<file path="src/rtl/sif_pack_half_fp.sv">
`default_nettype none
// ============================================================================
// Module   : sif_pack_half_fp
// Brief    : Packs LANES consecutive half-precision products into one wide word
//            with valid/ready on both sides; P_last closes a zero-padded word.
// Revision : 1.0 - initial release
// ============================================================================
module sif_pack_half_fp #(
    parameter int LANES = 4,
    parameter int CW    = $clog2(LANES + 1)
) (
    input  logic                  clk,
    input  logic                  rst_n,
    input  logic                  P_vld,
    input  logic [15:0]           P_dat,
    input  logic                  P_last,
    output logic                  P_rdy,
    output logic                  Q_vld,
    output logic [16*LANES-1:0]   Q_dat,
    output logic [CW-1:0]         Q_cnt,
    output logic                  Q_last,
    input  logic                  Q_rdy
);

    localparam logic [0:0]    c_ASM  = 1'b0;
    localparam logic [0:0]    c_PEND = 1'b1;
    localparam logic [CW-1:0] c_LAST = CW'(LANES - 1);

    logic [0:0]          r_state;
    logic [0:0]          w_state_nxt;
    logic [CW-1:0]       r_cnt;
    logic [16*LANES-1:0] r_asm;
    logic [16*LANES-1:0] r_q_dat;
    logic [CW-1:0]       r_q_cnt;
    logic                r_q_last;
    logic                r_q_vld;

    logic                w_out_free;
    logic                w_beat;
    logic                w_close;
    logic                w_load;
    logic [16*LANES-1:0] w_asm_new;
    logic [16*LANES-1:0] w_load_dat;
    logic [CW-1:0]       w_load_cnt;
    logic                w_load_last;

    assign w_out_free = !r_q_vld || Q_rdy;
    assign P_rdy      = rst_n && (r_state == c_ASM) && ((r_cnt < c_LAST) || w_out_free);
    assign w_beat     = P_vld && P_rdy;
    assign w_close    = w_beat && ((r_cnt == c_LAST) || P_last);

    // New lane inserted at r_cnt; lanes above it forced to zero for partial words.
    for (genvar i = 0; i < LANES; i++) begin : g_lane
        assign w_asm_new[16*i +: 16] = (r_cnt == CW'(i)) ? P_dat :
                                       (r_cnt >  CW'(i)) ? r_asm[16*i +: 16] : 16'h0000;
    end

    always_comb begin
        w_state_nxt = r_state;
        w_load      = 1'b0;
        w_load_dat  = w_asm_new;
        w_load_cnt  = r_cnt + 1'b1;
        w_load_last = P_last;
        case (r_state)
            c_ASM: begin
                if (w_close) begin
                    if (w_out_free) w_load = 1'b1;
                    else            w_state_nxt = c_PEND;
                end
            end
            default: begin
                // In PEND r_cnt already holds the lane count of the parked word.
                if (w_out_free) begin
                    w_load      = 1'b1;
                    w_load_dat  = r_asm;
                    w_load_cnt  = r_cnt;
                    w_load_last = 1'b1;
                    w_state_nxt = c_ASM;
                end
            end
        endcase
    end

    always_ff @(posedge clk) begin
        if (!rst_n) r_state <= c_ASM;
        else        r_state <= w_state_nxt;
    end

    always_ff @(posedge clk) begin
        if (!rst_n) begin
            r_cnt    <= '0;
            r_asm    <= '0;
            r_q_dat  <= '0;
            r_q_cnt  <= '0;
            r_q_last <= 1'b0;
            r_q_vld  <= 1'b0;
        end else begin
            if (w_load) begin
                r_q_dat  <= w_load_dat;
                r_q_cnt  <= w_load_cnt;
                r_q_last <= w_load_last;
                r_q_vld  <= 1'b1;
            end else if (r_q_vld && Q_rdy) begin
                r_q_vld  <= 1'b0;
            end
            if (w_load) begin
                r_cnt <= '0;
                r_asm <= '0;
            end else if (w_beat) begin
                r_asm <= w_asm_new;
                r_cnt <= r_cnt + 1'b1;
            end
        end
    end

    assign Q_vld  = r_q_vld;
    assign Q_dat  = r_q_dat;
    assign Q_cnt  = r_q_cnt;
    assign Q_last = r_q_last;

endmodule
`default_nettype wire
</file>
<file path="config.mk">
export PLATFORM = sky130hd
export DESIGN_NAME = sif_pack_half_fp
export DESIGN_NICKNAME = d
export VERILOG_FILES = /design/src/rtl/sif_pack_half_fp.sv
export SDC_FILE = /design/constraint.sdc
export NUM_CORES = 1
export LEC_CHECK = 0
export BUFFER_PORTS_ARGS = -buffer_cell sky130_fd_sc_hd__buf_2
export CAP_MARGIN = 0
export CELL_PAD_IN_SITES_DETAIL_PLACEMENT = 0
export CELL_PAD_IN_SITES_GLOBAL_PLACEMENT = 1
export CORE_MARGIN = 2
export CORE_UTILIZATION = 35
export DETAILED_ROUTE_END_ITERATION = 12
export PLACE_DENSITY = 0.66
export RECOVER_POWER = 50
export SKIP_LAST_GASP = 1
export SLEW_MARGIN = 20
export SYNTH_ARGS = -nofsm -noshare
export SYNTH_HDL_FRONTEND = slang
export SYNTH_SLANG_ARGS = --single-unit
</file>
<file path="constraint.sdc">
create_clock -name clk -period 6.4 [get_ports clk]
set_input_delay 0.96 -clock clk [delete_from_list [all_inputs] [get_ports clk]]
set_output_delay 0.96 -clock clk [all_outputs]
set_load 0.005 [all_outputs]
</file>
==> impl_metrics.yaml <==
yosys:
  yosysTopAreaCell: "dfxtp_1"
  syn_area_um2: 5560
  synth-edff-count: 0
  synth_cell_types: 46
  ys_seq_area_share_pct: 49.3
  netlist.area_leader.share_pct: 49.3
  synth_warnings: 0
  synth_area_leaders: "dfxtp_1 49%, a21oi_1 6.5%, o21ai_0 6.1%, mux2i_1 5.9%, a221oi_1 5.0%"
  ys_seq_elements: 137
  syn_area_per_cell_um2: 9.36
  syn-instance-count: 594
  ys.flop_type: "dfxtp_1"
  synth_nets: 620
  ys_async_sr_fraction_pct: 0
run:
  cap_violations: 1
critical_path:
  start_kind: "primary input"
  crit_path_cell_trace: "buf_2 -> buf_4 -> nand3b_1 -> a21oi_1 -> nor4b_4 -> a22o_1"
  slowest_stage: "a21oi_1"
  worstSetupPathType: "primary input to flip-flop"
  path_max_fanout: 69
  end_kind: "flip-flop"
  cp_top_family: "simple AND/OR/NAND/NOR gates"
  max_stage_delay_ns: 0.90
  worstPathRequired_ns: 6.76
  critPathBufInv: 2
  arrival_ns: 4.18
global_routing:
  grt_use_met3_pct: 4.92
  antenna_found_initial: 0
  use_met2_pct: 30.2
  gr-usage-met1_pct: 25.1
  grt_max_degree: 70
  top_usage_layer: "met2"
  grt_use_total_pct: 19.2
  grt_pass1_vias: 4471
  grt.overflow.total: 0
  grt_pass1_wl_um: 24700
pwr:
  finalPower_mw: 2.03
  power.leakage_nw: 2.54
  power_density_nw_per_um2: 310
  ir_drop_mv: 0.193
clocking:
  cts_root_buf: "clkbuf_16"
  clock-sinks: 137
  cts_resized: 0
  tritoncts: "yes"
  postCtsSetupRepairBufs: 0
  holdBufCountCts: 0
  htree_levels: 4
  numCtsBuffers: 17
  worst_skew_pair.late_latency_ns: 0.42
  clk_pin_slew_worst_paths_ns: 0.06
  cts_max_path_buffers: 2
sta:
  tightestPinTransition_ns: 1.93
  min_period_ns: 3.82
  clock_skew_ns: 0.00834
  period_share_pct: 59.7
  maxSlewHeadroom_pct: -28.8
  fmax_mhz: 262
  grt_setup_unrepaired: "false"
  drv_slew: 70
  tns_ns: 0
  setup_viol: 0
  hold_viol: 0
cells_and_area:
  fin_nets: 670
  num-fill-cells: 1574
  num_antenna_cells: 0
  finalInstanceArea_um2: 6560
  final_common_cell: "dfxtp_1"
  layout-drive-gt1-share_pct: 14.0
  area_growth_pct: 18.1
  layout_common_cells: "137 x dfxtp_1, 73 x a21oi_1, 68 x o21ai_0"
route:
  vias: 4664
  wl_um: 15900
  drtIter0Drc: 402
  firstDrtPassIters: 5
  wl_per_cell_um: 18.2
  via_per_inst: 5.34
  postRouteAntennaNets: 0
  drc: 0
die:
  rows: 46
  initial_core_util_pct: 35.4
  ios: 91
  core_area_um2: 15700
  die_area_um2: 16900
  die_w_um: 130
  die_h_um: 130
run_status:
  violations: "capacitance limit, slew limit"
  status: "complete, but fails checks"
placed_design:
  post_dp_cell_area_um2: 6050
  port_buffers: 90
  hpwl_um: 10000
  gp_congestion: 0.789
hold_path:
  hp-class: "flip-flop to flip-flop"
flip-flops by register name, summed over array words and instances (netlist names):
name,cells
r_state,1
Q_dat,64
r_asm,64
r_cnt,3
Q_last,1
Q_vld,1
Q_cnt,3
power breakdown:
part | internal (mW) | total, mW | switching [mW]
Sequential | 0.877 | 0.891 | 0.0136
Combinational | 0.0571 | 0.174 | 0.117
Clock | 0.611 | 0.965 | 0.354
Total | 1.55 | 2.03 | 0.485
cell usage after synthesis (all sizes together) (3+ instances only):
library cell	n
o41ai	16
inv	4
a21oi	74
a211oi	6
ha	5
mux2i	33
nor2	54
dfxtp	137
a221oi	32
nand3	19
o21ai	69
buf	18
clkbuf	48
nor3	3
nand2	19
nand2b	3
a22o	32
logic make-up (layout without fill, tap and decap cells):
kind of cell             count (synthesis)  in the layout  share of synthesized area (%)
AO/OA/AOI/OAI                          241            241                           29.1
XOR/XNOR                                 1              1                          0.158
adder cells (fa/ha/maj)                  5              5                           1.13
buffers and inverters                   72            135                           5.70
flip-flops                             137            137                           49.3
multiplexers                            33             33                           5.94
AND/OR/NAND/NOR                        105            105                           8.67
final timing paths:
path / startpoint / cells past startpoint / end / slack, ns
max: rst_n / 6 / r_asm[26] / 2.58
min: Q_cnt[0] / 2 / Q_cnt[0] / 0.46
max reg2reg: r_cnt[1] / 6 / Q_cnt[2] / 3.10
min reg2reg: Q_cnt[0] / 2 / Q_cnt[0] / 0.46
area by class of cell:
| class | count | area [um^2] | area share (%) |
|---|---|---|---|
| tap | 216 | 270 | 4.12 |
| inverter | 6 | 22.5 | 0.343 |
| timing repair buffer | 97 | 445 | 6.79 |
| sequential | 137 | 2740 | 41.8 |
| multi-input combinational | 385 | 2500 | 38.0 |
| clock inverter | 8 | 92.6 | 1.41 |
| clock buffer | 24 | 492 | 7.49 |
stage by stage:
step,setup WS (ns),std cells,utilization [%],hold WS (ns)
2_1_floorplan,3.65,594,-,0.443
3_3_place_gp,3.10,841,38.5,0.456
3_5_place_dp,3.05,841,38.5,0.456
4_1_cts,3.21,873,42.2,0.467
5_1_grt,2.30,873,41.8,0.493
6_report,2.58,873,41.8,0.464
tightest hold or removal path, stage by stage (launching register included):
cell and delay, ns:
dfxtp_1 0.31, nand2_1 0.05, a21oi_1 0.05
per-layer routing:
layer	share of wire, %	wire length [um]	vias to the layer above
li1	-	-	2287
met1	46	7310	2243
met2	47	7520	117
met3	5.1	805	17
met4	1.8	289	0
met5	0	0	-
No activity file was read; power rests on OpenSTA's default activity.
